**src/rtl/tpclk_gen.sv**
```systemverilog
// Timing-pulse generator: prescaled unit strobe, RUN/STEP machine-cycle FSM and a 5-tap unit-delay line.
// Define TPCLK_STEP_EN to build the single-step path (STEP state, step_req edge detector, step_ack).
module tpclk_gen #(
  parameter int TICK        = 2,
  parameter int SHORT_UNITS = 6,
  parameter int LONG_UNITS  = 9
) (
  input  logic       clk,
  input  logic       reset,
  input  logic       run,
  input  logic       step_req,
  input  logic       long_cycle,
  output logic       tpclk,
  output logic [4:0] tap,
  output logic       tpwp,
  output logic       cyc_done,
  output logic       step_ack
);

  localparam logic [7:0] TICK_LAST = 8'(TICK - 1);
  localparam logic [3:0] SHORT_LEN = 4'(SHORT_UNITS);
  localparam logic [3:0] LONG_LEN  = 4'(LONG_UNITS);

`ifdef TPCLK_STEP_EN
  typedef enum logic [1:0] {IDLE, RUN, STEP} state_t;
`else
  typedef enum logic [1:0] {IDLE, RUN} state_t;
`endif

  state_t     state_reg, state_next;
  logic [7:0] p_reg, p_next;
  logic [3:0] u_reg, u_next;
  logic [3:0] len_reg, len_next;
  logic       tpclk_reg, tpclk_next;
  logic       tpwp_reg, tpwp_next;
  logic       done_reg, done_next;
  logic       ack_reg, ack_next;
  logic [4:0] tap_reg;
  logic       strobe;
  logic       last_unit;
  logic       start;
  logic       active_next;
  logic       step_pending;

`ifdef TPCLK_STEP_EN
  logic step_prev_reg;
  logic step_pending_reg, step_pending_next;
  logic step_edge;

  // Edges are only remembered while idle; anything seen during a cycle is dropped.
  always_comb begin
    step_edge         = step_req & ~step_prev_reg;
    step_pending      = step_pending_reg | step_edge;
    step_pending_next = 1'b0;
    if (state_reg == IDLE && !strobe) begin
      step_pending_next = step_pending;
    end
  end

  always_ff @(posedge clk) begin
    if (reset) begin
      step_prev_reg    <= 1'b0;
      step_pending_reg <= 1'b0;
    end else begin
      step_prev_reg    <= step_req;
      step_pending_reg <= step_pending_next;
    end
  end
`else
  logic unused_step;
  assign unused_step  = step_req;
  assign step_pending = 1'b0;
`endif

  always_comb begin
    strobe     = (p_reg == TICK_LAST);
    p_next     = strobe ? 8'd0 : p_reg + 8'd1;
    last_unit  = (u_reg == len_reg - 4'd1);
    state_next = state_reg;
    u_next     = u_reg;
    len_next   = len_reg;
    start      = 1'b0;

    case (state_reg)
      IDLE: begin
        if (strobe) begin
          if (run) begin
            state_next = RUN;
            start      = 1'b1;
          end else if (step_pending) begin
`ifdef TPCLK_STEP_EN
            state_next = STEP;
            start      = 1'b1;
`endif
          end
        end
      end
      RUN: begin
        if (strobe) begin
          if (!last_unit) begin
            u_next = u_reg + 4'd1;
          end else if (run) begin
            start = 1'b1;
          end else begin
            state_next = IDLE;
            u_next     = 4'd0;
          end
        end
      end
`ifdef TPCLK_STEP_EN
      STEP: begin
        if (strobe) begin
          if (!last_unit) begin
            u_next = u_reg + 4'd1;
          end else begin
            state_next = IDLE;
            u_next     = 4'd0;
          end
        end
      end
`endif
      default: begin
        state_next = IDLE;
        u_next     = 4'd0;
      end
    endcase

    // long_cycle is captured only at the strobe that launches a cycle.
    if (start) begin
      u_next   = 4'd0;
      len_next = long_cycle ? LONG_LEN : SHORT_LEN;
    end

    active_next = (state_next != IDLE);
    tpclk_next  = active_next && (u_next < (len_next >> 1));
    tpwp_next   = active_next && (u_next == len_next - 4'd2);
    done_next   = active_next && (u_next == len_next - 4'd1) && (p_next == TICK_LAST);
`ifdef TPCLK_STEP_EN
    ack_next    = done_next && (state_next == STEP);
`else
    ack_next    = 1'b0;
`endif
  end

  always_ff @(posedge clk) begin
    if (reset) begin
      state_reg <= IDLE;
      p_reg     <= 8'd0;
      u_reg     <= 4'd0;
      len_reg   <= SHORT_LEN;
      tpclk_reg <= 1'b0;
      tpwp_reg  <= 1'b0;
      done_reg  <= 1'b0;
      ack_reg   <= 1'b0;
    end else begin
      state_reg <= state_next;
      p_reg     <= p_next;
      u_reg     <= u_next;
      len_reg   <= len_next;
      tpclk_reg <= tpclk_next;
      tpwp_reg  <= tpwp_next;
      done_reg  <= done_next;
      ack_reg   <= ack_next;
    end
  end

  // Delay line: each stage moves one unit per strobe and keeps shifting while idle.
  genvar gi;
  generate
    for (gi = 0; gi < 5; gi++) begin : g_tap
      logic tap_in;
      if (gi == 0) begin : g_first
        assign tap_in = tpclk_reg;
      end else begin : g_rest
        assign tap_in = tap_reg[gi-1];
      end
      always_ff @(posedge clk) begin
        if (reset) begin
          tap_reg[gi] <= 1'b0;
        end else if (strobe) begin
          tap_reg[gi] <= tap_in;
        end
      end
    end
  endgenerate

  assign tpclk    = tpclk_reg;
  assign tap      = tap_reg;
  assign tpwp     = tpwp_reg;
  assign cyc_done = done_reg;
  assign step_ack = ack_reg;

endmodule
```
**config.mk**
```make
export PLATFORM = sky130hd
export DESIGN_NAME = tpclk_gen
export DESIGN_NICKNAME = d
export VERILOG_FILES = /design/src/rtl/tpclk_gen.sv
export SDC_FILE = /design/constraint.sdc
export NUM_CORES = 1
export LEC_CHECK = 0
export CELL_PAD_IN_SITES_DETAIL_PLACEMENT = 1
export CELL_PAD_IN_SITES_GLOBAL_PLACEMENT = 1
export CORE_UTILIZATION = 40
export CTS_CLUSTER_SIZE = 20
export DETAILED_ROUTE_END_ITERATION = 7
export PLACE_DENSITY_LB_ADDON = 0.1
export SYNTH_ARGS = -nofsm -noshare
export SYNTH_HDL_FRONTEND = slang
export SYNTH_SLANG_ARGS = --single-unit
export TNS_END_PERCENT = 100
```
**constraint.sdc**
```tcl
create_clock -name clk -period 2.6 [get_ports clk]
set_clock_uncertainty 0.05 [all_clocks]
set_input_delay 0.26 -clock clk [delete_from_list [all_inputs] [get_ports clk]]
set_output_delay 0.26 -clock clk [all_outputs]
set_load 0.01 [all_outputs]
```
[After elaboration in Yosys (flattened, before gate mapping)]
Index checks and enable logic that the tools add are counted.
Operators by class
  add/subtract/negate cells: 5
  $mul: 0
  divide/modulo/power cells: 0
  magnitude comparators: 1
  equal/unequal tests: 6
  shift-type cells: 0
  muxes and demuxes: 19
  bitwise gates (word level): 0
  reduce and logical (&&, ||, !) cells: 6
Operator list (count)
  $mux 4: 6
  $eq 8x1->1 const B: 2
  $eq 4x4->1: 3
  $mux 2: 5
  $add 8x1->8 const B: 1
  $mux 8: 1
  $pmux 4 s2: 1
  $sub 4x1->4 const B: 2
  $add 4x1->4 const B: 1
  $logic_and 1x1->1: 4
  $lt 4x3->1: 1
  $mux 1: 4
  $pmux 2 s2: 1
  $sub 4x2->4 const B: 1
  $eq 2x1->1 const B: 1
  $logic_not 2->1: 1
  $pmux 1 s2: 1
  $reduce_bool 2->1: 1
Word-level totals
  bits in registers: 26
  latch bits: 0
  RAM bits: 0
  bits in read-only memories: 0
  bits of input ports: 5
  output and inout bits: 9
  word-level logic and storage cells: 49
  memories kept: 0

[Depth between registers and ports, before layout]
  word-level depth: 10
  mapped depth: 14
  depth with buffers taken out: 13

[Least setup slack after synthesis]
OpenSTA, ideal clock, no wires.
  kind: register to register
  from: register len_reg[0]
  to: register tpclk_reg (netlist: tpclk)
  library setup time: 100 ps
  data arrival time: 2535 ps
  required time: 2450 ps
  slack: -85 ps
  stages on the path, launching flop included: 13
  buffers on the path: 1
  clock period less this slack: 2685 ps
  cells stage by stage: dfxtp_1 -> buf_2 -> inv_1 -> ha_1 -> xor2_1 -> nand3_1 -> o21ai_1 -> and3_1 -> nand2_1 -> o21ai_0 -> ha_1 -> a21o_1 -> a2111oi_4
Between the ends
  longest elaborated chain between the ends: 8
  elaborated cells on any way between the ends: 16
  classes of those cells: add/sub (1); order compare (1); eq/ne (1); mux (11); reduce/logical (2)
Ends and longest elaborated chain
  from (decl): line 33  | logic [3:0] len_reg, len_next;
  from (signal assigned): line 159  | len_reg <= len_next;
  $sub 4x1->4 *: line 78  | last_unit = (u_reg == len_reg - 4'd1);
  $eq 4x4->1 *: line 78
  $mux 4 or $mux 1 (tied branches): line 100  | if (!last_unit) begin
  $mux 4 or $mux 1 (tied branches): line 99  | if (strobe) begin
  $pmux 4 s2 or $pmux 1 s2 (tied branches): line 84  | case (state_reg)
  $mux 4: line 129  | if (start) begin
  $lt 4x3->1: line 135  | tpclk_next = active_next && (u_next < (len_next >> 1));
  $logic_and 1x1->1 *: line 135
  to (signal assigned): line 160  | tpclk_reg <= tpclk_next;
  to (decl): line 34  | logic tpclk_reg, tpclk_next;
Every way passes the cells marked *; elsewhere a longest branch is shown, timed or not.
A chain may end at the register's enable or synchronous reset.

[Final worst setup path]
  from: register p_reg[1]
  to: register done_reg (netlist: cyc_done)
Between the ends
  longest elaborated chain between the ends: 8
  elaborated cells on any way between the ends: 19
  classes of those cells: add/sub (2); eq/ne (3); mux (11); reduce/logical (3)
Ends and longest elaborated chain
  from (decl): line 31  | logic [7:0] p_reg, p_next;
  from (signal assigned): line 157  | p_reg <= p_next;
  $eq 8x1->1: line 76  | strobe = (p_reg == TICK_LAST);
  $mux 1 (on tied branches): line 99, 86
  $pmux 1 s2: line 84
  $mux 4: line 129
  $sub 4x1->4: line 137  | done_next = active_next && (u_next == len_next - 4'd1) && (p_next == TICK_LAST);
  $eq 4x4->1: line 137
  $logic_and 1x1->1: line 137
  $logic_and 1x1->1 *: line 137
  to (signal assigned): line 162  | done_reg <= done_next;
  to (decl): line 36  | logic done_reg, done_next;
Marks and branches as above.

==> impl_metrics.json <==
{
  "fin_setup_tns_ns": -0.00299,
  "clock_sinks": 26,
  "cts-root-buf": "clkbuf_8",
  "grt_usage": 0.243,
  "ioPinCount": 14,
  "worstSetupEndpointType": "register",
  "cts_inserted_buffers": 3,
  "fin_ws_ns": -0.00299,
  "grt_overflow": 0,
  "synthArstFlopShare": 0,
  "start_util": 0.427,
  "whs_ns": 0.468,
  "final_nets": 260,
  "cts_tree": "built",
  "fin_crit_sh": 1.00,
  "power_density_nw_per_um2": 412,
  "antennaDiodeCount": 0,
  "min-delay-start": "tap[4]",
  "setup_viol": 1,
  "p_int_mw": 0.731,
  "wl_met1_um": 2230,
  "synth-seq-area-share": 0.298,
  "met2_length_um": 2700,
  "final.min_clock_period_ns": 2.60,
  "routed_wl_um": 5170,
  "ant_nets": 0,
  "clock_latency_ns": 0.28,
  "syn_area_um2": 1750,
  "top_layer_used": "met4",
  "yosysUniqueCellTypes": 53,
  "rsz0062_at_grt": "yes",
  "tightestPinTransition_ns": 0.501,
  "clockBufferDepth": 2,
  "hold_buffers": 0,
  "synthMuxAreaShare": 0.0408,
  "p_sw_frac": 0.268,
  "multiInputGateArea_um2": 1270,
  "io_buffers": 11,
  "r2r_end": "cyc_done",
  "dp_hpwl_um": 3710,
  "areaGrowthSynthToFinish_pct": 38.9,
  "synth-compound-area-share": 0.171,
  "die_y_um": 68.1,
  "synth_top_area_share": 0.298,
  "ys_warn_count": 0,
  "max_freq_ghz": 0.384,
  "worstPathMaxFanout": 4,
  "cp.required_ns": 2.75,
  "die_w_um": 68.1,
  "clockPowerShare": 0.344,
  "drive_above_1_share": 0.366,
  "grt_pass1_vias": 1689,
  "ys_seq_elements": 26,
  "rows": 23,
  "min_path_type": "register to register",
  "cap_violations": 0,
  "ff2ff_setup_slack_ns": -0.003,
  "core_area_um2": 4090,
  "r2r_cells": 12,
  "finalHoldViolations": 0,
  "power_leakage_nw": 0.989,
  "synth_fa_ha_area_frac": 0.0573,
  "dr.pass1.iters": 4,
  "synth-edff-count": 0,
  "avgSynthCellArea_um2": 8.73,
  "synth_area_leaders": "dfxtp_1, ha_1, nor2_1",
  "maxSlewHeadroom": 0.665,
  "largest_reg_flops": 8,
  "synth-simple-area-share": 0.258,
  "crit_arrival_ns": 2.75,
  "postSynthCellCount": 200,
  "worstSetupStartpoint": "p_reg[1]",
  "drc": 0,
  "dieArea_um2": 4630,
  "via_per_inst": 5.53,
  "wl_met3_um": 144,
  "yosys.area.top_type": "dfxtp_1",
  "combPwrFrac": 0.232,
  "clk_pin_slew_ns": 0.10,
  "final_cell_mix": "buf_4, dfxtp_1, nor2_1",
  "status": "complete, but fails checks",
  "final_common_cell": "buf_4",
  "pwr-share-seq": 0.424,
  "avgRoutedWirePerCell_um": 17.5,
  "antenna_found_initial": 0,
  "power_switching_mw": 0.268,
  "ir_drop_mv": 0.324,
  "htree_levels": 1,
  "gp_congestion": 0.823,
  "hold_path_end": "tap[4]",
  "grt_max_degree": 22,
  "synth_xor_area_frac": 0.102,
  "drtIter0Drc": 93,
  "synth_top_family_by_area": "simple AND/OR/NAND/NOR gates",
  "setup.worst_path.start_class": "register",
  "grt_pass1_wl_um": 8240,
  "path_class": "register to register",
  "worstReg2RegStart": "p_reg[1]",
  "ff_latch_area_um2": 528,
  "route.vias.total": 1636,
  "ys.flop_type": "dfxtp_1",
  "fillers": 481,
  "holdPathStages": 2,
  "violations": "negative setup slack",
  "slew_violations": 0
}
## power groups by stage
stage          combinational [mW]  sequential (mW)  clock, mW
5_1_grt                     0.252            0.425      0.362
3_5_place_dp                0.191            0.429          0
2_1_floorplan               0.119            0.426          0
6_report                    0.232            0.423      0.344
4_1_cts                     0.218            0.423      0.357
3_3_place_gp                0.183            0.428          0
## cell families (layout without fill, tap and decap cells)
| kind of cell | after synthesis | in the layout |
|---|---|---|
| simple gates | 82 | 82 |
| compound gates | 36 | 36 |
| flops | 26 | 26 |
| buf+inv | 23 | 68 |
| xor+xnor | 17 | 17 |
| fa+ha+maj | 8 | 8 |
| mux | 7 | 7 |
| other cells | 1 | 2 |
## how the worst max path moves through the flow
stage / to / cells past startpoint
floorplan: tpclk / 10
global placement: cyc_done / 11
detailed placement: cyc_done / 11
CTS: cyc_done / 12
global route: tpclk / 9
finish: cyc_done / 12
## worst max-delay path: stages, from the launching register on
cell,delay [ns]
dfxtp_2,0.34
inv_2,0.07
ha_4,0.14
or4bb_4,0.47
buf_6,0.15
nor3_4,0.15
a311oi_2,0.16
or2_4,0.31
ha_4,0.17
a21oi_2,0.13
a22oi_2,0.07
xnor2_1,0.13
a211oi_2,0.17
## what timing repair did
item                       CTS  global route
setup buffers                5             4
cloned                       0             0
setup endpoints to repair    3             3
resized for setup           21            14
pin swaps                    8            14
## synth_stat cells (all sizes together) (3+ instances only)
cell and instances:
a21oi 3, a31oi 7, and3 8, buf 11
clkbuf 5, dfxtp 26, ha 8, inv 7
mux2i 6, nand2 12, nand2b 5, nand3 6
nand4 3, nor2 20, nor2b 7, nor3 9
nor4bb 3, o2111ai 3, o21ai 6, xnor2 8
xor2 8
## metal layers
layer	track usage	vias to the layer above
met2	0.458	35
met5	0	-
met4	0.0573	0
met1	0.284	790
li1	-	798
met3	0.0350	13
## metrics by stage
stage,cells,instance area (um^2),util,setup WS [ns],total power [mW]
after global placement,283,2120,0.518,-0.202,0.611
after CTS,292,2310,0.566,-0.0289,0.998
final,296,2430,0.594,-0.00299,0.999
after floorplan,201,1760,-,0.00212,0.545
after detailed placement,283,2120,0.518,-0.334,0.619
after global routing,296,2430,0.594,-0.115,1.04
## cell type report
cell class	instances	share of cell area
clock buffer	3	0.0170
clock inverter	1	0.0124
inverter	7	0.0108
multi-input combinational	152	0.524
sequential	26	0.218
tap	50	0.0258
timing repair buffer	57	0.192
Note: power is estimated with default switching activity, not from simulation.
